<file path="config.mk">
export PLATFORM = sky130hd
export DESIGN_NAME = fetch_unit
export DESIGN_NICKNAME = d
export VERILOG_FILES = /design/src/rtl/core_pkg.sv /design/src/rtl/sync_fifo.sv /design/src/rtl/fetch_unit.sv
export SDC_FILE = /design/constraint.sdc
export NUM_CORES = 1
export LEC_CHECK = 0
export BUFFER_PORTS_ARGS = -buffer_cell sky130_fd_sc_hd__buf_2
export CORE_ASPECT_RATIO = 1.2
export CORE_MARGIN = 2
export CORE_UTILIZATION = 40
export CTS_CLUSTER_SIZE = 8
export DETAILED_ROUTE_END_ITERATION = 10
export PLACE_DENSITY_LB_ADDON = 0.1
export SLEW_MARGIN = 20
export SYNTH_ARGS = -nofsm -noshare
export SYNTH_HDL_FRONTEND = slang
export SYNTH_SLANG_ARGS = --single-unit
</file>
<file path="constraint.sdc">
create_clock -name clk -period 2.3 [get_ports clk]
set_input_delay 0.23 -clock clk [delete_from_list [all_inputs] [get_ports clk]]
set_output_delay 0.23 -clock clk [all_outputs]
set_load 0.005 [all_outputs]
</file>
<file path="src/rtl/core_pkg.sv">
// Shared definitions for the RV32 front end: constants, fetch entry layout
// and a small address helper.
package core_pkg;

  // Canonical NOP (addi x0, x0, 0) presented when no instruction is valid.
  localparam logic [31:0] NOP_INSTR        = 32'h0000_0013;
  localparam logic [31:0] RESET_PC_DEFAULT = 32'h0000_1000;

  // One buffered fetch result: the word and the address it came from.
  typedef struct packed {
    logic [31:0] pc;
    logic [31:0] instr;
  } fetch_entry_t;

  // Instruction addresses are always word aligned.
  function automatic logic [31:0] word_align(input logic [31:0] addr);
    return {addr[31:2], 2'b00};
  endfunction

endpackage

</file>
<file path="src/rtl/sync_fifo.sv">
// Small synchronous FIFO with occupancy count and a synchronous flush.
// Flush wins over push/pop in the same cycle. Pop on empty and push on
// full (without a simultaneous pop) are ignored.
module sync_fifo #(
  parameter int WIDTH = 32,
  parameter int DEPTH = 2
) (
  input  logic                       clk,
  input  logic                       rst_n,
  input  logic                       flush,
  input  logic                       push,
  input  logic [WIDTH-1:0]           push_data,
  input  logic                       pop,
  output logic [WIDTH-1:0]           pop_data,
  output logic                       full,
  output logic                       empty,
  output logic [$clog2(DEPTH+1)-1:0] count
);

  localparam int AW = (DEPTH > 1) ? $clog2(DEPTH) : 1;
  localparam int CW = $clog2(DEPTH + 1);

  logic [WIDTH-1:0] mem_r [DEPTH];
  logic [AW-1:0]    wr_ptr_r;
  logic [AW-1:0]    rd_ptr_r;
  logic [CW-1:0]    count_r;
  logic             do_push_s;
  logic             do_pop_s;

  // Pointers wrap explicitly so non-power-of-two depths also work.
  function automatic logic [AW-1:0] next_ptr(input logic [AW-1:0] ptr);
    if (ptr == AW'(DEPTH - 1)) begin
      return '0;
    end else begin
      return ptr + AW'(1);
    end
  endfunction

  assign empty    = (count_r == CW'(0));
  assign full     = (count_r == CW'(DEPTH));
  assign count    = count_r;
  assign pop_data = mem_r[rd_ptr_r];

  // Qualify requests against the current occupancy.
  always_comb begin
    do_pop_s  = pop & ~empty;
    do_push_s = push & (~full | do_pop_s);
  end

  // Storage, pointers and occupancy update.
  always_ff @(posedge clk or negedge rst_n) begin
    if (!rst_n) begin
      for (int i = 0; i < DEPTH; i++) begin
        mem_r[i] <= '0;
      end
      wr_ptr_r <= '0;
      rd_ptr_r <= '0;
      count_r  <= '0;
    end else if (flush) begin
      wr_ptr_r <= '0;
      rd_ptr_r <= '0;
      count_r  <= '0;
    end else begin
      if (do_push_s) begin
        mem_r[wr_ptr_r] <= push_data;
        wr_ptr_r        <= next_ptr(wr_ptr_r);
      end
      if (do_pop_s) begin
        rd_ptr_r <= next_ptr(rd_ptr_r);
      end
      case ({do_push_s, do_pop_s})
        2'b10:   count_r <= count_r + CW'(1);
        2'b01:   count_r <= count_r - CW'(1);
        default: count_r <= count_r;
      endcase
    end
  end

endmodule

</file>
<file path="src/rtl/fetch_unit.sv">
// Instruction fetch stage of the 5-stage RV32 core. Issues word fetches on
// a valid/ready request channel, buffers in-order responses in a small FIFO
// and hands the head PC/instruction pair to decode. A branch redirect
// flushes the buffer and marks every request still in flight as stale so
// its response is dropped on arrival.
module fetch_unit
  import core_pkg::*;
#(
  parameter logic [31:0] RESET_PC = RESET_PC_DEFAULT,
  parameter int          DEPTH    = 2
) (
  input  logic        clk,
  input  logic        reset,
  input  logic        in_branch_taken,
  input  logic [31:0] in_new_pc,
  input  logic        in_stall,
  output logic        imem_req_valid,
  input  logic        imem_req_ready,
  output logic [31:0] imem_req_addr,
  input  logic        imem_resp_valid,
  input  logic [31:0] imem_resp_data,
  output logic        out_valid,
  output logic [31:0] out_PC,
  output logic [31:0] out_instruction
);

  localparam int CW = $clog2(DEPTH + 1);

  localparam logic [0:0] ST_RUN   = 1'b0;
  localparam logic [0:0] ST_DRAIN = 1'b1;

  logic [31:0]   pc_r;
  logic [CW-1:0] kill_count_r;
  logic [0:0]    state_r;

  logic [0:0]    state_next_s;
  logic [CW-1:0] kill_next_s;
  logic [CW-1:0] outstanding_s;
  logic [CW-1:0] outstanding_next_s;
  logic [CW:0]   credit_used_s;
  logic          can_req_s;
  logic          req_fire_s;
  logic          resp_fire_s;
  logic          kill_active_s;
  logic          keep_resp_s;
  logic          pop_s;

  logic          ififo_full_s;
  logic          ififo_empty_s;
  logic [CW-1:0] ififo_count_s;
  fetch_entry_t  head_s;
  fetch_entry_t  push_entry_s;

  logic          pend_full_s;
  logic          pend_empty_s;
  logic [31:0]   pend_head_s;

  // Both full flags are implied by the credit rule and never needed here.
  logic          unused_full_flags_s;
  assign unused_full_flags_s = ififo_full_s ^ pend_full_s;

  // Credit, handshakes and output presentation.
  always_comb begin
    credit_used_s   = {1'b0, ififo_count_s} + {1'b0, outstanding_s};
    can_req_s       = (credit_used_s < (CW + 1)'(DEPTH));
    imem_req_valid  = reset & can_req_s & ~in_branch_taken;
    imem_req_addr   = word_align(pc_r);
    req_fire_s      = imem_req_valid & imem_req_ready;
    resp_fire_s     = imem_resp_valid & ~pend_empty_s;
    kill_active_s   = (kill_count_r != CW'(0));
    keep_resp_s     = resp_fire_s & ~kill_active_s & ~in_branch_taken;
    out_valid       = ~ififo_empty_s & ~in_branch_taken;
    pop_s           = out_valid & ~in_stall;
    push_entry_s    = '{pc: pend_head_s, instr: imem_resp_data};
    if (out_valid) begin
      out_PC          = head_s.pc;
      out_instruction = head_s.instr;
    end else begin
      out_PC          = 32'h0000_0000;
      out_instruction = NOP_INSTR;
    end
  end

  // In-flight count after this edge and the resulting stale-response count.
  always_comb begin
    outstanding_next_s = outstanding_s + CW'(req_fire_s) - CW'(resp_fire_s);
    if (in_branch_taken) begin
      kill_next_s = outstanding_next_s;
    end else if (resp_fire_s && kill_active_s) begin
      kill_next_s = kill_count_r - CW'(1);
    end else begin
      kill_next_s = kill_count_r;
    end
  end

  // RUN/DRAIN tracking: DRAIN while stale responses are still expected.
  always_comb begin
    state_next_s = state_r;
    case (state_r)
      ST_RUN: begin
        if (in_branch_taken && (kill_next_s != CW'(0))) begin
          state_next_s = ST_DRAIN;
        end else begin
          state_next_s = ST_RUN;
        end
      end
      ST_DRAIN: begin
        if (kill_next_s == CW'(0)) begin
          state_next_s = ST_RUN;
        end else begin
          state_next_s = ST_DRAIN;
        end
      end
      default: state_next_s = ST_RUN;
    endcase
  end

  // Fetch PC, stale-response counter and FSM state.
  always_ff @(posedge clk or negedge reset) begin
    if (!reset) begin
      pc_r         <= RESET_PC;
      kill_count_r <= '0;
      state_r      <= ST_RUN;
    end else begin
      if (in_branch_taken) begin
        pc_r <= word_align(in_new_pc);
      end else if (req_fire_s) begin
        pc_r <= pc_r + 32'd4;
      end else begin
        pc_r <= pc_r;
      end
      kill_count_r <= kill_next_s;
      state_r      <= state_next_s;
    end
  end

  // Instruction buffer toward decode; flushed by a redirect.
  sync_fifo #(
    .WIDTH ($bits(fetch_entry_t)),
    .DEPTH (DEPTH)
  ) u_instr_fifo (
    .clk       (clk),
    .rst_n     (reset),
    .flush     (in_branch_taken),
    .push      (keep_resp_s),
    .push_data (push_entry_s),
    .pop       (pop_s),
    .pop_data  (head_s),
    .full      (ififo_full_s),
    .empty     (ififo_empty_s),
    .count     (ififo_count_s)
  );

  // Addresses of issued requests, popped as responses return. Never
  // flushed: stale responses still have to consume their entry. Its
  // occupancy is the outstanding-request count.
  sync_fifo #(
    .WIDTH (32),
    .DEPTH (DEPTH)
  ) u_pending_fifo (
    .clk       (clk),
    .rst_n     (reset),
    .flush     (1'b0),
    .push      (req_fire_s),
    .push_data (imem_req_addr),
    .pop       (resp_fire_s),
    .pop_data  (pend_head_s),
    .full      (pend_full_s),
    .empty     (pend_empty_s),
    .count     (outstanding_s)
  );

endmodule

</file>
==> impl_metrics.toml <==
[logic_synthesis]
yosys-top-cells-count = "sky130_fd_sc_hd__dfrtp_1 (223), sky130_fd_sc_hd__nor2_1 (110), sky130_fd_sc_hd__mux2i_1 (94)"
yosysWarningCount = 0
synth.ff_latch_count = 224
synth_edf_count = 0
yosysUniqueCellTypes = 54
postSynthCellCount = 918
synth.most_common_cell = "sky130_fd_sc_hd__dfrtp_1"
yosys.area.top_type = "sky130_fd_sc_hd__dfrtp_1"
yosys.area.top_type_share = 0.5315
synth_ff_type = "sky130_fd_sc_hd__dfrtp_1"
largest_cells_by_area_after_synthesis = "sky130_fd_sc_hd__dfrtp_1 (53%), sky130_fd_sc_hd__mux2_2 (9.8%), sky130_fd_sc_hd__mux2i_1 (9.0%)"
synth_async_sr_flop_share = 1.000
synth.avg_cell_area_sq_um = 11.44
synth_seq_area_share = 0.5340
post_synth_instance_area_sq_um = 10500

[power]
power.share.combinational = 0.318
power.ir.vdd_worst_mv = 0.4769
total_internal_power_uw = 10870
p_sw_frac = 0.3061
cellPowerDensity_nw_per_um2 = 1114
power.net_switching_uw = 4796
p_leak_uw = 0.006583
design_power_total_uw = 15670
power_frac_clock = 0.259
sequential_share_of_power = 0.422

[sta]
timing.final.max_slew_violations = 0
final.setup.worst_slack_ns = -0.1725
max_slew.worst_pin.slew_ns = 0.8791
final_hold_violation_count = 0
finalWorstPathRequiredPeriod_ns = 2.473
fmax_mhz = 404.4
rsz0062_at_grt = "yes"
timing.final.setup_violations = 75
fin_setup_tns_ns = -8.862
post-route-period-util = 1.075
finClkSkew_ns = 0.01612
slew-limit-headroom = 0.4140

[route]
drt.antenna.violating_nets = 0
drtPass1Iterations = 4
detail_route.drc_violations = 0
wl_um = 26720
detail_route.wl_per_cell_um = 17.41
drtIter0Drc = 384
via_count = 7805
via_density = 5.085

[place]
dp.cells = 1410
place.detailed.hpwl_um = 17330
port-buffer-count = 161
finalWeightedCongestion = 0.8223

[floorplanning]
pin_count = 168
fp.dieH_um = 181.5
rows = 64
die_area_sq_um = 27560
dieWidth_um = 151.9
coreArea_sq_um = 25620
floorplan.initialDensity = 0.4097

[cells_and_area]
synthesis_to_finish_area_growth_pct = 33.94
final_layout_size_suffix_gt1_frac = 0.3627
nNetsFinal = 1267
layoutNonFillerInstCount = 1535
fillers = 2296
antennaDiodeCount = 0

[clocking]
cts-buffers-inserted = 31
clk_root_buffer_cell = "sky130_fd_sc_hd__clkbuf_16"
clk_latency_ns = 0.54
tritoncts = "done"
ctsHtreeMaxLevel = 1
worst_setup_hold_path_clk_slew_ns = 0.05
ctsLongestPathBuffers = 3
cts.sinks = 224

[run_status]
failed_checks = "negative setup slack"
outcome = "finished, violations left"

[critical_path]
r2r.worst_path.cells = 9
critical_path_arrival_ns = 2.89
critPathMaxFanout = 11
setup.worst_path.start_class = "register"
worst-endpoint-required_ns = 2.71
worst-setup-path-type = "register to register"
end_kind = "register"

[grt]
grt_antenna_before_repair = 0
track_usage = 0.1901
grt_pass1_vias = 7851
maximum_number_of_pins_on_one_net_before_global_route_repair = 149
grt_overflow_total = 0
wire_length_of_the_first_global_routing_pass_um = 43060

[run]
drv.max_cap_violation_count = 0

[worst_hold_path]
min_path_type = "input pin to register"
whs_path_depth = 4
==> through the flow <==
| step | util | hold slack, ns | instance area, sq um | worst slack (ns) |
|---|---|---|---|---|
| 3_5_place_dp | 0.4719 | 0.2958 | 12090 | -0.1169 |
| 5_1_grt | 0.5488 | 0.08067 | 14060 | -0.2651 |
| 2_1_floorplan | - | -0.06559 | 10610 | -0.1248 |
| 6_report | 0.5488 | 0.06296 | 14060 | -0.1725 |
| 4_1_cts | 0.5352 | 0.03571 | 13710 | -0.1159 |
| 3_3_place_gp | 0.4719 | 0.2924 | 12090 | -0.08435 |
==> registers in the layout (all words and copies together) (netlist names) <==
name	flops
kill_count_r	2
u_pending_fifo.wr_ptr_r	1
u_pending_fifo.mem_r	60
u_pending_fifo.rd_ptr_r	1
u_instr_fifo.count	2
u_instr_fifo.rd_ptr_r	1
u_instr_fifo.mem_r	124
u_pending_fifo.count	2
pc_r	30
u_instr_fifo.wr_ptr_r	1
==> logic make-up (layout without fill, tap and decap cells) <==
| kind of cell | after synthesis | count (layout) | synth area share |
|---|---|---|---|
| and+or+nand+nor | 240 | 240 | 0.1006 |
| DFF | 224 | 224 | 0.5340 |
| muxes | 215 | 215 | 0.2301 |
| AOI/OAI and AO/OA | 144 | 144 | 0.08247 |
| buffers and inverters | 76 | 360 | 0.03456 |
| xor gates and xnor gates | 12 | 12 | 0.01001 |
| adders and majority gates | 6 | 6 | 0.007866 |
| other | 1 | 4 | 0.0003572 |
==> routing by layer <==
metal | share of wire | up-vias | track usage
li1 | - | 3779 | -
met1 | 0.47 | 3802 | 0.2746
met2 | 0.47 | 191 | 0.3063
met3 | 0.044 | 33 | 0.02745
met4 | 0.016 | 0 | 0.04075
met5 | 0 | - | 0
==> path summary, 6_finish.rpt <==
path / from / to / slack, ns
max: u_pending_fifo.count[0] / pc_r[14] / -0.17
min in group asynchronous: reset / u_instr_fifo.mem_r[5] / 0.31
max in group asynchronous: reset / u_instr_fifo.mem_r[116] / 0.81
min reg2reg: u_instr_fifo.mem_r[43] / u_instr_fifo.mem_r[43] / 0.47
max reg2reg: u_pending_fifo.count[0] / pc_r[14] / -0.17
min: in_new_pc[20] / pc_r[20] / 0.06
==> layout make-up <==
type	count	area (sq um)	share of cell area
tap	330	412.9	0.02936
clock inverter	1	8.758	0.0006228
timing repair buffer	299	2292	0.1630
inverter	14	55.05	0.003915
sequential	224	5610	0.3990
multi-input combinational	621	4851	0.3450
clock buffer	46	832.0	0.05917
==> what timing repair did <==
item	in CTS	in global routing
gates cloned	0	3
resized for setup	19	73
buffers inserted	9	6
hold buffers	62	0
setup endpoints to repair	138	127
pin swaps	3	22
hold endpoints to repair	119	0
==> power by group through the flow <==
stage / combinational [uW] / sequential (uW) / clock, uW
floorplan: 3360 / 6410 / 0
finish: 4990 / 6620 / 4060
global placement: 4510 / 6630 / 0
global route: 5550 / 6860 / 4370
detailed placement: 4600 / 6680 / 0
CTS: 4840 / 6630 / 4200
==> worst max-delay path, stage by stage, from the launching register on <==
cell	delay, ns
sky130_fd_sc_hd__dfrtp_1	0.39
sky130_fd_sc_hd__inv_2	0.08
sky130_fd_sc_hd__nor2_4	0.04
sky130_fd_sc_hd__fa_1	0.48
sky130_fd_sc_hd__nor4b_4	0.35
sky130_fd_sc_hd__nand2_2	0.13
sky130_fd_sc_hd__buf_6	0.17
sky130_fd_sc_hd__or4_4	0.44
sky130_fd_sc_hd__o211ai_2	0.17
sky130_fd_sc_hd__o311ai_1	0.10
==> cell usage in the layout, fill, tap and decap left out, drive strengths merged, types with 2 or more instances in the layout <==
cell,synthesis,final
o211ai,11,11
ha,5,5
nor3,7,7
buf,36,235
nand3,19,19
conb,1,4
a22oi,4,4
a31oi,4,4
xnor2,7,7
a21o,5,5
mux2,121,121
o311ai,9,9
a31o,2,2
a21oi,38,38
dfrtp,223,223
inv,13,15
and3,5,5
mux2i,94,94
clkbuf,26,48
nor4,2,2
nor2,110,110
and2,4,4
or3b,2,2
dlygate4sd3,0,62
o21ai,60,60
o31ai,3,3
nand2,74,74
or4,2,2
xor2,5,5
nand4,10,10
a221o,3,3
(Power assumes the default switching activity.)
